==> src/rtl/freq_meas_pkg.sv <==
// freq_meas_pkg: state encoding, record widths and timing defaults shared by freq_meas_sched.
package freq_meas_pkg;
   typedef enum logic [2:0] {IDLE, SELECT, ARM, COUNT, DONE} state_t;
   localparam int DEF_SYS_CLK_FREQ = 200_000_000;
   localparam int DEF_CNT_W = 32;
   localparam int NPER_W = 8;
   localparam int TIMEOUT_DIV = 10;
   localparam int DEF_TIMEOUT_CYC = DEF_SYS_CLK_FREQ / TIMEOUT_DIV;
   function automatic int ch_w(input int n);
      return n > 1 ? $clog2(n) : 1;
   endfunction
endpackage

==> src/rtl/wave_edge_sync.sv <==
// wave_edge_sync: 2-FF synchroniser for one asynchronous square wave, with synced level and rising-edge pulse.
module wave_edge_sync (
   input  logic clk_i,
   input  logic rst_i,
   input  logic wave_i,
   output logic level_o,
   output logic rise_o
);
   logic [2:0] sync_q;
   logic rise_q;
   always_ff @(posedge clk_i) begin
      if (rst_i) begin
         sync_q <= '0;
         rise_q <= 1'b0;
      end else begin
         sync_q <= {sync_q[1:0], wave_i};
         rise_q <= sync_q[1] & ~sync_q[2];
      end
   end
   // level is delayed one stage so it turns high in the same cycle as the rise pulse
   assign level_o = sync_q[2];
   assign rise_o = rise_q;
endmodule

==> src/rtl/freq_meas_sched.sv <==
// freq_meas_sched: round-robin period/duty measurement sequencer over CH_NUM square-wave inputs.
// Build with FREQ_MEAS_DUTY_EN defined to include the high-time accumulator; otherwise res_high is 0.
module freq_meas_sched
   import freq_meas_pkg::*;
#(
   parameter int SYS_CLK_FREQ = DEF_SYS_CLK_FREQ,
   parameter int CH_NUM = 2,
   parameter int CNT_W = DEF_CNT_W,
   parameter int TIMEOUT_CYC = SYS_CLK_FREQ / TIMEOUT_DIV
) (
   input  logic sys_clk,
   input  logic sys_rst,
   input  logic [CH_NUM-1:0] wave_in,
   input  logic start,
   input  logic continuous,
   input  logic [CH_NUM-1:0] ch_mask,
   input  logic [NPER_W-1:0] n_periods,
   output logic busy,
   output logic res_valid,
   input  logic res_ready,
   output logic [ch_w(CH_NUM)-1:0] res_ch,
   output logic [CNT_W-1:0] res_period,
   output logic [CNT_W-1:0] res_high,
   output logic res_timeout
);
   localparam int CHW = ch_w(CH_NUM);
   localparam int TW = $clog2(TIMEOUT_CYC + 1);
   state_t state_q, state_d;
   logic [CH_NUM-1:0] mask_q, mask_d, pend_q, pend_d, lvl_w, rise_w;
   logic [CHW-1:0] ch_q, ch_d, sel;
   logic [NPER_W-1:0] n_q, n_d, ecnt_q, ecnt_d;
   logic [TW-1:0] tmo_q, tmo_d;
   logic [CNT_W-1:0] per_q, per_d;
   logic tout_q, tout_d, tmo_hit, rise;
   for (genvar i = 0; i < CH_NUM; i++) begin : g_sync
      wave_edge_sync u_sync (
         .clk_i(sys_clk),
         .rst_i(sys_rst),
         .wave_i(wave_in[i]),
         .level_o(lvl_w[i]),
         .rise_o(rise_w[i])
      );
   end
   assign rise = rise_w[ch_q];
   assign tmo_hit = tmo_q == TW'(TIMEOUT_CYC);
   always_comb begin
      state_d = state_q;
      mask_d = mask_q;
      pend_d = pend_q;
      ch_d = ch_q;
      n_d = n_q;
      ecnt_d = ecnt_q;
      tmo_d = tmo_q;
      per_d = per_q;
      tout_d = tout_q;
      sel = '0;
      // only unserved channels stay pending, so the lowest pending bit is the next one upward
      for (int i = CH_NUM - 1; i >= 0; i--) if (pend_q[i]) sel = CHW'(i);
      case (state_q)
         IDLE: if (start && |ch_mask) begin
            state_d = SELECT;
            mask_d = ch_mask;
            pend_d = ch_mask;
            n_d = n_periods == '0 ? NPER_W'(1) : n_periods;
         end
         SELECT: begin
            state_d = ARM;
            ch_d = sel;
            pend_d = pend_q & ~(CH_NUM'(1) << sel);
            ecnt_d = '0;
            tmo_d = '0;
            per_d = '0;
            tout_d = 1'b0;
         end
         ARM: begin
            state_d = tmo_hit ? DONE : rise ? COUNT : ARM;
            tout_d = tmo_hit;
            tmo_d = tmo_hit ? tmo_q : tmo_q + 1'b1;
         end
         COUNT: if (tmo_hit) begin
            state_d = DONE;
            tout_d = 1'b1;
         end else begin
            tmo_d = tmo_q + 1'b1;
            per_d = &per_q ? per_q : per_q + 1'b1;
            ecnt_d = rise ? ecnt_q + 1'b1 : ecnt_q;
            state_d = rise && ecnt_q + 1'b1 == n_q ? DONE : COUNT;
         end
         DONE: if (res_ready) begin
            state_d = |pend_q || continuous ? SELECT : IDLE;
            pend_d = |pend_q ? pend_q : continuous ? mask_q : pend_q;
         end
         default: state_d = IDLE;
      endcase
   end
   always_ff @(posedge sys_clk) begin
      if (sys_rst) begin
         state_q <= IDLE;
         mask_q <= '0;
         pend_q <= '0;
         ch_q <= '0;
         n_q <= '0;
         ecnt_q <= '0;
         tmo_q <= '0;
         per_q <= '0;
         tout_q <= 1'b0;
      end else begin
         state_q <= state_d;
         mask_q <= mask_d;
         pend_q <= pend_d;
         ch_q <= ch_d;
         n_q <= n_d;
         ecnt_q <= ecnt_d;
         tmo_q <= tmo_d;
         per_q <= per_d;
         tout_q <= tout_d;
      end
   end
`ifdef FREQ_MEAS_DUTY_EN
   logic [CNT_W-1:0] high_q, high_d;
   always_comb high_d = state_q == SELECT ? '0 :
      state_q == COUNT && !tmo_hit && lvl_w[ch_q] && !(&high_q) ? high_q + 1'b1 : high_q;
   always_ff @(posedge sys_clk) begin
      if (sys_rst) high_q <= '0;
      else high_q <= high_d;
   end
   assign res_high = high_q;
`else
   logic lvl_unused;
   assign lvl_unused = ^lvl_w;
   assign res_high = '0;
`endif
   assign busy = state_q != IDLE;
   assign res_valid = state_q == DONE;
   assign res_ch = ch_q;
   assign res_period = per_q;
   assign res_timeout = tout_q;
endmodule

==> config.mk <==
export PLATFORM = sky130hd
export DESIGN_NAME = freq_meas_sched
export DESIGN_NICKNAME = d
export VERILOG_FILES = /design/src/rtl/freq_meas_pkg.sv /design/src/rtl/wave_edge_sync.sv /design/src/rtl/freq_meas_sched.sv
export SDC_FILE = /design/constraint.sdc
export NUM_CORES = 1
export LEC_CHECK = 0
export ABC_AREA = 1
export CAP_MARGIN = 15
export CORE_MARGIN = 4
export CORE_UTILIZATION = 50
export DETAILED_ROUTE_END_ITERATION = 6
export HOLD_SLACK_MARGIN = 0.15
export PLACE_DENSITY = 0.77
export SYNTH_ARGS = -nofsm -noshare
export SYNTH_HDL_FRONTEND = slang
export SYNTH_HIERARCHICAL = 1
export SYNTH_SLANG_ARGS = --single-unit
==> constraint.sdc <==
create_clock -name sys_clk -period 1.68 [get_ports sys_clk]
set_input_delay 0.336 -clock sys_clk [delete_from_list [all_inputs] [get_ports sys_clk]]
set_output_delay 0.336 -clock sys_clk [all_outputs]
set_load 0.01 [all_outputs]
# Word level (Yosys, flattened, before mapping)
# Cells that the tools add are included.
# Widths: inputs -> output; s select.
# totals
ff_bits,90
latch_bits,0
ramBits,0
rom_bits,0
in_bits,17
elab_cells,88
n_memories,0
# op_classes
addsub,3
n_mul,0
div_mod_pow,0
order_cmp,1
n_eq_ne,15
shift,1
n_mux,28
bitwise,6
n_reduce_logical,21
# ops
op,count
$mux 32,2
$pmux 32 s2,1
$pmux 25 s2,1
$add 32x1->32 const B,1
$reduce_and 32->1,1
$add 25x1->25 const B,1
$eq 25x25->1 const B,1
$mux 25,1
$mux 8,3
$ne 2x2->1 const B,8
$pmux 8 s2,1
$mux 3,5
$pmux 3 s5,1
$reduce_bool 3->1,3
$add 8x1->8 const B,1
$eq 8x8->1,1
$logic_not 8->1,1
$mux 2,4
$reduce_and 2->1,4
$mux 1,7
$eq 3x2->1 const B,2
$pmux 2 s3,1
$reduce_and 3->1,2
$reduce_or 2->1,3
15 further kinds,19

# Logic depth before layout (Yosys ltp)
# logic_depth
ltp_word,6
mapped_depth,13
depth_no_buf,13

# Cells and area by module
# The synthesis kept the hierarchy.
# modules_own_cells
module,instances,cells_per_inst,area_each_um2,seq_area_each_um2
freq_meas_sched,1,887,5597.9,1641.6
wave_edge_sync,2,12,115.1,80.1

# Worst setup path after synthesis
# Ideal clock, no wire load.
# synth_path
path_kind,register to register
from,"register per_q[0], in the netlist res_period[0]"
to,"register per_q[28], in the netlist res_period[28]"
arrival_time_ns,1.779
setup_slack_ns,-0.242
path_stages_with_launch,14
path_buffers,1
period_less_slack_ns,1.922
cell_sequence,dfxtp_1 -> ha_1 -> inv_1 -> nor3_4 -> nand2_2 -> nor2_2 -> nand2_1 -> nand2_2 -> nand2_4 -> nand2_8 -> inv_4 -> buf_6 -> nand2_1 -> a21oi_2
# synth_via
elab_chain_cells,4
word_cells_on_any_way,7
# synth_rtl
element,line_no,text
start: declaration,freq_meas_sched.sv:33,"logic [CNT_W-1:0] per_q, per_d;"
start signal: assignment,freq_meas_sched.sv:115,per_q <= per_d;
$add 32x1->32,freq_meas_sched.sv:85,per_d = &per_q ? per_q : per_q + 1'b1;
$mux 32,freq_meas_sched.sv:85,
$mux 32,freq_meas_sched.sv:80,COUNT: if (tmo_hit) begin
$pmux 32 s2,freq_meas_sched.sv:59,case (state_q)
# Parallel ways exist; a longest one is shown, timed or not. The select of a mux whose other input is x is not followed.
# A chain may end at the register's enable or synchronous reset.

# Worst setup path in the final report
# layout_path
from,"register per_q[15], in the netlist res_period[15]"
to,"register per_q[13], in the netlist res_period[13]"
# layout_via
elab_chain_cells,3
# layout_rtl
element,line_no
$reduce_and 32->1,freq_meas_sched.sv:85
$ne 2x2->1 (no source line),n/a
$reduce_and 3->1 (no source line),n/a
# Every way passes these cells.

==> impl_metrics.tcl <==
set metrics [dict create \
    post-synth-top-count-cell "nand2_1" \
    wl_per_cell_um 14.5 \
    yosysTopAreaCellShare_pct 30.9 \
    synthFlopType "dfxtp_1" \
    nFillCells 905 \
    synth_area_um2 5830 \
    synth_fa_ha_area_share_pct 0.859 \
    avgViaCountPerCell 5.34 \
    io_buffers 52 \
    maxCapViolCount 0 \
    setup_slack_ps -111 \
    drv_slew 0 \
    seq_area_um2 1840 \
    ys_top_cells_by_count "nand2_1, nor2_1, inv_1, dfxtp_1, nand3_1" \
    preCtsSetupSlack_ps -84.2 \
    instances_no_fill 1230 \
    cts_num_sinks 90 \
    synthSimpleGateAreaFrac_pct 39.1 \
    hold_viol_final 0 \
    cp_data_arrival_time_ps 2070 \
    drtIter0Drc 542 \
    vias 6573 \
    syn_inst 911 \
    hpwl_um 12100 \
    p_per_area_nw_per_um2 824 \
    fin_crit_ps 1790 \
    synth_xor_area_share_pct 3.91 \
    timing.final.crit_share_pct 107 \
    crit_path_start_kind "register" \
    yosysTopAreaCell "dfxtp_1" \
    fmax_mhz 558 \
    grt_first_pass_wirelength_um 26900 \
    hold_path.class "reg2reg" \
    finalSetupViolCount 32 \
    die_w_um 116 \
    synthMuxAreaShare_pct 0 \
    worst_ep_required_time_ps 1960 \
    start_util_pct 51.0 \
    ir_drop_mv 0.636 \
    drt_wl_total_um 17900 \
    path_max_fanout 5 \
    synth_top_family_by_area "simple AND/OR/NAND/NOR gates" \
    drc_errors 0 \
    clk_latency_ps 350 \
    cts_buffer_depth 2 \
    cts_tree "yes" \
    die_y_um 116 \
    gp_congestion 0.984 \
    ys_async_sr_fraction_pct 0 \
    grt_overflow 0 \
    nets 1103 \
    rsz0062_at_grt "true" \
    diodes 0 \
    track_usage_pct 24.8 \
    drtPass1Iterations 5 \
    cts_made_buffers 9 \
    multi_input_area_um2 3750 \
    post-place-cells 1199 \
    leakagePower_nw 3.39 \
    clock_skew_ps 9.35 \
    synth-edff-count 0 \
    setup.worst_path.class "reg2reg" \
    area_growth_pct 39.0 \
    ys_top_cells_by_area "dfxtp_1, nand2_1, nor2_1" \
    drive_gt1_share_pct 30.6 \
    synth_compound_area_share_pct 11.5 \
    antenna_found_initial 0 \
    end_kind "register" \
    die-area_um2 13400 \
    synth_cell_type_count 41 \
    ys_ff_latch 90 \
    whs_ps 395 \
    placed_area_um2 7230 \
    status "finished, violations left" \
    fin_area_um2 8100 \
    fin_tns_setup_ps -2120 \
    synth_area_per_cell_um2 6.40 \
    grt_max_degree 56 \
    violations "negative setup slack" \
    ant_nets 0 \
    yosysSeqAreaShare_pct 30.9 \
    num_rows 39 \
    grt_pass1_vias 5776 \
    pin_count 85 \
    cts_root_buffer "clkbuf_16" \
    htreeDepth 3 \
    core_area_um2 11400 \
    yosysWarnings 6 \
    path_clk_slew_ps 70 \
]
## through the flow
stage          util, %  total power [W]
2_1_floorplan        -          0.00354
3_3_place_gp      63.3          0.00406
3_5_place_dp      63.3          0.00408
4_1_cts           66.1          0.00619
5_1_grt           71.0          0.00698
6_report          71.0          0.00668
## power by group
group          switching, W  leakage, nW  total, W  internal [W]
Clock              0.000955        0.149   0.00212       0.00117
Sequential         0.000141        0.741   0.00243       0.00229
Combinational       0.00122         2.50   0.00212      0.000905
## routing by layer
layer / routed length, um / share of wire, % / vias up / GRT usage (%)
met4: 383 / 2.1 / 0 / 7.42
li1: - / - / 3194 / -
met2: 8350 / 47 / 355 / 38.9
met1: 7620 / 43 / 2980 / 34.9
met5: 0 / 0 / - / 0
met3: 1540 / 8.6 / 44 / 4.18
## what timing repair did
item | in CTS | in global routing
setup endpoints to repair | 83 | 72
pin swaps | 5 | 23
resized for setup | 49 | 143
cloned | 0 | 4
hold buffers | 0 | 0
buffers inserted | 1 | 10
## cells by family after synthesis
kind of cell / Yosys count
buffers and inverters: 161
and+or+nand+nor: 517
xor gates and xnor gates: 26
AOI/OAI and AO/OA: 112
adders and majority gates: 4
DFF: 90
other: 1
## final timing paths
check	cells past startpoint	end	slack, ps	start
worst max register to register	11	res_period[13]	-110	res_period[15]
worst max-delay path	11	res_period[13]	-110	res_period[15]
worst min register to register	1	g_sync[0].u_sync/rise_o	390	g_sync[0].u_sync/sync_q[2]
worst min-delay path	1	g_sync[0].u_sync/rise_o	390	g_sync[0].u_sync/sync_q[2]
## worst max-delay path, cell delays in order, from the launching register on
cell and delay (ps):
dfxtp_1 410, inv_1 100, nor3_2 200, nand2_1 120, nor2_2 150, nand2_1 80, nand2_2 80, nand2_4 90
nand2_8 130, clkbuf_16 170, nand2_2 60, a21oi_2 130
## sequential cells by signal, indices dropped and copies added, names as in the netlist
register and cells:
tmo_q 25, ecnt_q 8, n_q 8, g_sync.u_sync/sync_q 6
mask_q 2, res_period 32, g_sync.u_sync/rise_o 2, res_timeout 1
res_ch 1, pend_q 2, state_q 3
## area by class of cell
cell class / count / share of cell area, %
clock inverters: 7 / 0.911
repair buffers: 180 / 19.6
multi-input cells: 692 / 46.3
flip-flops and latches: 90 / 22.7
clock buffers: 9 / 2.78
inverters: 108 / 5.39
repair inverters: 1 / 0.139
well taps: 143 / 2.21
## cells in the final DEF, fill, tap and decap left out, types with 27 or more instances in the layout
master	netlist	routed
a21oi_1	49	47
a21oi_2	25	27
buf_4	32	113
conb_1	1	32
dfxtp_1	90	70
dlygate4sd2_1	0	29
inv_1	98	90
nand2_1	237	209
nand2_2	25	44
nand3_1	58	51
nor2_1	120	95
No activity file was read; power rests on OpenSTA's default activity.
